File: src/rtl/tl_pkg.sv
// Shared phase encoding, lamp codes and default phase lengths for the traffic light monitor.
package tl_pkg;

    typedef enum logic [1:0] {
        PH_RED    = 2'b00,
        PH_GREEN  = 2'b01,
        PH_YELLOW = 2'b10,
        PH_UNSYNC = 2'b11
    } phase_e;

    // Lamp order on the light bus is {Red, Yellow, Green}
    localparam logic [2:0] LAMP_RED    = 3'b100;
    localparam logic [2:0] LAMP_YELLOW = 3'b010;
    localparam logic [2:0] LAMP_GREEN  = 3'b001;

    localparam int unsigned DEF_RED_LEN    = 5;
    localparam int unsigned DEF_GREEN_LEN  = 7;
    localparam int unsigned DEF_YELLOW_LEN = 3;

    localparam int unsigned CNT_W = 4;
    localparam int unsigned CYC_W = 8;

    // True only for the normal R->G, G->Y, Y->R progression
    function automatic logic is_legal_step(input logic [1:0] from_ph, input logic [1:0] to_ph);
        return ((from_ph == PH_RED)    && (to_ph == PH_GREEN))  ||
               ((from_ph == PH_GREEN)  && (to_ph == PH_YELLOW)) ||
               ((from_ph == PH_YELLOW) && (to_ph == PH_RED));
    endfunction

endpackage

File: src/rtl/tl_light_decode.sv
// Combinational decode of the one-hot lamp bus into {valid, phase}.
module tl_light_decode
    import tl_pkg::*;
(
    input  logic [2:0] light,
    output logic       valid_c,
    output logic [1:0] phase_c
);

    always_comb begin
        valid_c = 1'b1;
        phase_c = PH_UNSYNC;
        case (light)
            LAMP_RED:    phase_c = PH_RED;
            LAMP_GREEN:  phase_c = PH_GREEN;
            LAMP_YELLOW: phase_c = PH_YELLOW;
            default:     valid_c = 1'b0;
        endcase
    end

endmodule

File: src/rtl/traffic_light_monitor.sv
// Tracks an observed R-G-Y light sequence, flagging illegal codes, bad order and bad phase lengths.
// Phase length checking is built only when TLMON_TIMING_CHECK_EN is defined.
module traffic_light_monitor
    import tl_pkg::*;
#(
    parameter int unsigned RED_LEN    = DEF_RED_LEN,
    parameter int unsigned GREEN_LEN  = DEF_GREEN_LEN,
    parameter int unsigned YELLOW_LEN = DEF_YELLOW_LEN
) (
    input  logic             clk,
    input  logic             rst,
    input  logic [2:0]       light,
    input  logic             clr_err,
    output logic [1:0]       phase,
    output logic [CNT_W-1:0] phase_cnt,
    output logic             err_illegal,
    output logic             err_seq,
    output logic             err_time,
    output logic             cycle_done,
    output logic [CYC_W-1:0] cycle_cnt,
    output logic             err_sticky
);

    localparam logic [1:0]       S_RED    = PH_RED;
    localparam logic [1:0]       S_GREEN  = PH_GREEN;
    localparam logic [1:0]       S_YELLOW = PH_YELLOW;
    localparam logic [1:0]       S_UNSYNC = PH_UNSYNC;
    localparam logic [CNT_W-1:0] CNT_MAX  = '1;
    localparam logic [CYC_W-1:0] CYC_MAX  = '1;

    if (RED_LEN < 1 || RED_LEN > 15) begin : g_bad_red_len
        $error("RED_LEN must be within 1..15");
    end
    if (GREEN_LEN < 1 || GREEN_LEN > 15) begin : g_bad_green_len
        $error("GREEN_LEN must be within 1..15");
    end
    if (YELLOW_LEN < 1 || YELLOW_LEN > 15) begin : g_bad_yellow_len
        $error("YELLOW_LEN must be within 1..15");
    end

    logic             dec_valid;
    logic [1:0]       dec_phase;

    logic [1:0]       state_q, state_d;
    logic [CNT_W-1:0] cnt_q, cnt_d;
    logic [CYC_W-1:0] cycle_cnt_q, cycle_cnt_d;
    logic             rg_ok_q, rg_ok_d;
    logic             gy_ok_q, gy_ok_d;
    logic             ill_q, ill_d;
    logic             seq_q, seq_d;
    logic             done_q, done_d;
    logic             sticky_q, sticky_d;
    logic             time_d;
    logic             legal_step;

`ifdef TLMON_TIMING_CHECK_EN
    logic             chk_q, chk_d;
    logic             ovr_q, ovr_d;
    logic             time_q;
    logic [CNT_W-1:0] cur_len;

    // Required length of the phase currently being tracked
    always_comb begin
        case (state_q)
            S_RED:   cur_len = CNT_W'(RED_LEN);
            S_GREEN: cur_len = CNT_W'(GREEN_LEN);
            default: cur_len = CNT_W'(YELLOW_LEN);
        endcase
    end
`endif

    tl_light_decode u_decode (
        .light   (light),
        .valid_c (dec_valid),
        .phase_c (dec_phase)
    );

    // Next-state and pulse generation
    always_comb begin
        state_d     = state_q;
        cnt_d       = cnt_q;
        cycle_cnt_d = cycle_cnt_q;
        rg_ok_d     = rg_ok_q;
        gy_ok_d     = gy_ok_q;
        ill_d       = 1'b0;
        seq_d       = 1'b0;
        done_d      = 1'b0;
        time_d      = 1'b0;
        legal_step  = is_legal_step(state_q, dec_phase);
`ifdef TLMON_TIMING_CHECK_EN
        chk_d       = chk_q;
        ovr_d       = ovr_q;
`endif

        if (!dec_valid) begin
            ill_d   = 1'b1;
            state_d = S_UNSYNC;
            cnt_d   = '0;
            rg_ok_d = 1'b0;
            gy_ok_d = 1'b0;
`ifdef TLMON_TIMING_CHECK_EN
            chk_d   = 1'b0;
            ovr_d   = 1'b0;
`endif
        end else if (state_q == S_UNSYNC) begin
            state_d = dec_phase;
            cnt_d   = CNT_W'(1);
            rg_ok_d = 1'b0;
            gy_ok_d = 1'b0;
`ifdef TLMON_TIMING_CHECK_EN
            chk_d   = 1'b0;
            ovr_d   = 1'b0;
`endif
        end else if (dec_phase == state_q) begin
            if (cnt_q != CNT_MAX) begin
                cnt_d = cnt_q + 1'b1;
            end
`ifdef TLMON_TIMING_CHECK_EN
            // Overrun reported once, on the sample that pushes past the length
            if (chk_q && !ovr_q && (cnt_q == cur_len)) begin
                time_d = 1'b1;
                ovr_d  = 1'b1;
            end
`endif
        end else begin
            state_d = dec_phase;
            cnt_d   = CNT_W'(1);
            if (!legal_step) begin
                seq_d   = 1'b1;
                rg_ok_d = 1'b0;
                gy_ok_d = 1'b0;
`ifdef TLMON_TIMING_CHECK_EN
                chk_d   = 1'b0;
                ovr_d   = 1'b0;
`endif
            end else begin
`ifdef TLMON_TIMING_CHECK_EN
                time_d = chk_q && !ovr_q && (cnt_q < cur_len);
                chk_d  = 1'b1;
                ovr_d  = 1'b0;
`endif
                case (state_q)
                    S_RED:   rg_ok_d = 1'b1;
                    S_GREEN: gy_ok_d = 1'b1;
                    default: begin
                        done_d  = rg_ok_q && gy_ok_q;
                        rg_ok_d = 1'b0;
                        gy_ok_d = 1'b0;
                    end
                endcase
            end
        end

        // A timing error breaks the cycle currently being assembled
        if (time_d) begin
            rg_ok_d = 1'b0;
            gy_ok_d = 1'b0;
            done_d  = 1'b0;
        end

        if (done_d && (cycle_cnt_q != CYC_MAX)) begin
            cycle_cnt_d = cycle_cnt_q + 1'b1;
        end

        sticky_d = (sticky_q && !clr_err) || ill_d || seq_d || time_d;
    end

    always_ff @(posedge clk) begin
        if (rst) begin
            state_q     <= S_UNSYNC;
            cnt_q       <= '0;
            cycle_cnt_q <= '0;
            rg_ok_q     <= 1'b0;
            gy_ok_q     <= 1'b0;
            ill_q       <= 1'b0;
            seq_q       <= 1'b0;
            done_q      <= 1'b0;
            sticky_q    <= 1'b0;
        end else begin
            state_q     <= state_d;
            cnt_q       <= cnt_d;
            cycle_cnt_q <= cycle_cnt_d;
            rg_ok_q     <= rg_ok_d;
            gy_ok_q     <= gy_ok_d;
            ill_q       <= ill_d;
            seq_q       <= seq_d;
            done_q      <= done_d;
            sticky_q    <= sticky_d;
        end
    end

`ifdef TLMON_TIMING_CHECK_EN
    always_ff @(posedge clk) begin
        if (rst) begin
            chk_q  <= 1'b0;
            ovr_q  <= 1'b0;
            time_q <= 1'b0;
        end else begin
            chk_q  <= chk_d;
            ovr_q  <= ovr_d;
            time_q <= time_d;
        end
    end

    assign err_time = time_q;
`else
    assign err_time = 1'b0;
`endif

    assign phase       = state_q;
    assign phase_cnt   = cnt_q;
    assign err_illegal = ill_q;
    assign err_seq     = seq_q;
    assign cycle_done  = done_q;
    assign cycle_cnt   = cycle_cnt_q;
    assign err_sticky  = sticky_q;

endmodule

File: config.mk
export PLATFORM = sky130hd
export DESIGN_NAME = traffic_light_monitor
export DESIGN_NICKNAME = d
export VERILOG_FILES = /design/src/rtl/tl_pkg.sv /design/src/rtl/tl_light_decode.sv /design/src/rtl/traffic_light_monitor.sv
export SDC_FILE = /design/constraint.sdc
export NUM_CORES = 1
export LEC_CHECK = 0
export BUFFER_PORTS_ARGS = -buffer_cell sky130_fd_sc_hd__buf_2
export CAP_MARGIN = 40
export CORE_MARGIN = 5
export CORE_UTILIZATION = 30
export DETAILED_ROUTE_END_ITERATION = 10
export PLACE_DENSITY = 0.55
export SLEW_MARGIN = 10
export SYNTH_ARGS = -nofsm -noshare
export SYNTH_HDL_FRONTEND = slang
export SYNTH_SLANG_ARGS = --single-unit
File: constraint.sdc
create_clock -name clk -period 2.55 [get_ports clk]
set_input_delay 0.765 -clock clk [delete_from_list [all_inputs] [get_ports clk]]
set_output_delay 0.765 -clock clk [all_outputs]
set_load 0.01 [all_outputs]
==> run summary <==
FF+latch count, synth - 20
Critical path, cell by cell - buf_2 -> nor3b_4 -> o211ai_4 -> or4_1 -> a21oi_1
Largest family of logic cells by synthesized area - simple AND/OR/NAND/NOR gates
Post-route ant nets - 0
Top FF cell, synth - dfxtp_1
Hold Crit Start - gy_ok_q
Combinational power share - 9.4%
Sw Pwr - 0.142 mW
Dpl hpwl - 1670 microns
IO buf count - 23
Layout cells sized above 1 - 21.7%
Pleak - 0.509 nW
Clock sinks - 20
Synth Area in XOR/XNOR - 5.70%
Synth warnings - 0
FF-to-FF path depth - 4
Mean Syn Cell Area - 8.68 sq um
DIE WIDTH - 69.9 microns
Crit path DAT - 2.16 ns
Mapped cell area - 0.00108 sq mm
DRT Pass-1 Iters - 4
Max-cap violations - 0
Proportion of synthesized area in mux cells - 1.86%
CTS root buf - clkbuf_4
Clk pwr share - 39.8%
RSZ-0062 raised after global routing - no
Yosys cell types - 45
Core footprint - 0.00342 sq mm
Crit Path Max Fanout - 14
Count of flip-flops with a built-in enable after synthesis - 0
Worst Hold Class - flip-flop to flip-flop
Pin count of the biggest net entering global routing - 17
Power Density - 512 mW/mm^2
Synth Area in Compound Gates - 19.1%
DR WL/cell - 12.0 microns
CP Class - primary input to flip-flop
GRT overflow - 0
Via count - 951
Die Span Y - 69.9 microns
Nets - 152
Starting Density - 31.5%
Crit start category - primary input
Htree depth - 1
Seq pwr share - 50.8%
Fillers - 365
Sequential area share after synthesis - 37.2%
IO Count - 25
Synth-to-layout area growth - 17.3%
Final-report setup violation count - 0
Total CTS buffers - 3
Crit-path max cell delay - 0.43 ns
CTS tree - built
Simple-Gate Fraction of Synth Area - 27.9%
Vias in the first global route - 894
Hold depth - 2
VDD IR max - 191 uV
Max-slew violations - 0
Outcome - complete, no violations
ANT cells - 0
FF-to-FF Start - phase[1]
Final Skew - 0.0109 ns
Initial antenna violation count - 0
GPL Wtd Cong - 0.741
CP Capture Type - flip-flop
First-pass GRT wire length - 4000 microns
Setup_tns - 0 ns
Sw frac - 22.0%
Post-Syn Nets - 132
WP data required - 2.78 ns
Post-synth ARST share - 0%
Post-Synth Adder-Cell Area - 3.26%
Period utilization - 75.7%
Vias/cell - 5.03
Fmax - 0.518 GHz
Number of cells produced by synthesis - 124
1st-iter DRT viols - 40
Post-CTS setup buffer count - 0
CP max-delay cell - or4_1
Final Hold Fails - 0
Post-CTS sizing - 0
Die area - 0.00488 sq mm
Finished Cell Area - 0.00126 sq mm
Int Power - 0.504 mW
Floorplan row count - 21
DRC Markers - 0
CTS Hold Bufs - 0
Final wirelength - 2270 microns
Reg-to-reg setup timing slack - 0.78 ns
Hold worst-path end - gy_ok_q
Multi-input logic area - 626 sq um
Worst-case clock buffer depth - 2
Dpl cell area - 0.00121 sq mm
Register area - 400 sq um
Later-pin clock latency in the skew report - 0.30 ns
Tmin final - 1.93 ns
GR Util All Layers - 9.67%
Clk pin slew, worst setup/hold paths - 0.11 ns
FF-to-FF End - cycle_cnt[6]
registers in the layout (all words and copies together), names as in the netlist:
signal,count
err_seq,1
gy_ok_q,1
phase,2
rg_ok_q,1
err_sticky,1
cycle_cnt,8
cycle_done,1
err_illegal,1
phase_cnt,4
layer usage:
metal | part of all wire (%) | wire length [microns] | vias to the layer above | global-route usage (%)
li1 | - | - | 489 | -
met1 | 49 | 1120 | 438 | 12.5
met2 | 44 | 994 | 22 | 14.7
met3 | 6.1 | 138 | 2 | 2.87
met4 | 0.75 | 17 | 0 | 4.47
met5 | 0 | 0 | - | 0
cells in the mapped netlist, drive strengths merged (2+ instances only):
library cell	n	area, sq um
o31ai	2	15.0
nand2	7	26.3
dfxtp	20	400
o2111ai	2	23.8
a21oi	8	40.0
xnor2	4	35.0
a211oi	2	15.0
nor4	2	12.5
xor2	3	26.3
nor3	3	15.0
inv	3	11.3
clkbuf	4	16.3
o211ai	3	36.3
nor4b	2	17.5
ha	2	25.0
a31oi	2	12.5
nand3	5	25.0
or3	5	31.3
nor3b	5	48.8
o21ai	5	25.0
nor2	12	45.0
mux2i	2	20.0
buf	4	22.5
kinds of logic (layout without fill, tap and decap cells):
logic type | after synthesis | count (layout)
compound gates | 29 | 29
xor+xnor | 7 | 7
fa+ha+maj | 3 | 3
buf+inv | 11 | 30
flops | 20 | 20
mux | 2 | 2
other cells | 1 | 1
simple gates | 51 | 51
worst max-delay path by stage:
stage | slack (ns) | cells past startpoint | start | end
floorplan | 0.61 | 6 | light[1] | rg_ok_q
detailed placement | 0.31 | 5 | light[2] | cycle_cnt[6]
global route | 0.49 | 5 | light[2] | cycle_cnt[7]
global placement | 0.38 | 5 | light[2] | cycle_cnt[6]
CTS | 0.61 | 1 | phase[0] | phase[0]
finish | 0.62 | 5 | light[2] | cycle_cnt[6]
metrics by stage:
step | std cells | utilization, % | hold slack (ns) | setup slack [ns] | total power, mW
finish | 189 | 37.0 | 0.461 | 0.620 | 0.646
global placement | 185 | 35.4 | 0.434 | 0.377 | 0.396
CTS | 189 | 37.0 | 0.467 | 0.613 | 0.657
global route | 189 | 37.0 | 0.502 | 0.487 | 0.681
detailed placement | 185 | 35.4 | 0.450 | 0.310 | 0.396
floorplan | 124 | - | 0.420 | 0.608 | 0.380
power groups by stage:
stage                     registers, mW  clock network [mW]  logic, mW
after floorplan                   0.334                   0     0.0466
after global placement            0.335                   0     0.0608
after detailed placement          0.335                   0     0.0613
after CTS                         0.328               0.268     0.0614
after global routing              0.330               0.283     0.0680
final                             0.328               0.257     0.0609
cells in the final DEF, fill, tap and decap left out, drive strengths merged, types with 3 or more instances in the layout:
cell type	n
a21oi	8
buf	23
clkbuf	3
dfxtp	20
inv	3
nand2	7
nand3	5
nor2	12
nor3	3
nor3b	5
o211ai	3
o21ai	5
or3	5
xnor2	4
xor2	3
final cells by class:
type / instances / share of cell area, %
timing repair buffer: 23 / 9.12
sequential: 20 / 31.7
inverter: 3 / 0.892
tap: 46 / 4.56
clock buffer: 3 / 1.78
clock inverter: 1 / 2.38
multi-input combinational: 93 / 49.6
worst max-delay path: cells and delay by family:
family,cells,cell delay (ns)
AND/OR/NAND/NOR,2,0.85
buffers and inverters,1,0.23
AO/OA/AOI/OAI,2,0.32
No activity file was read; power rests on OpenSTA's default activity.
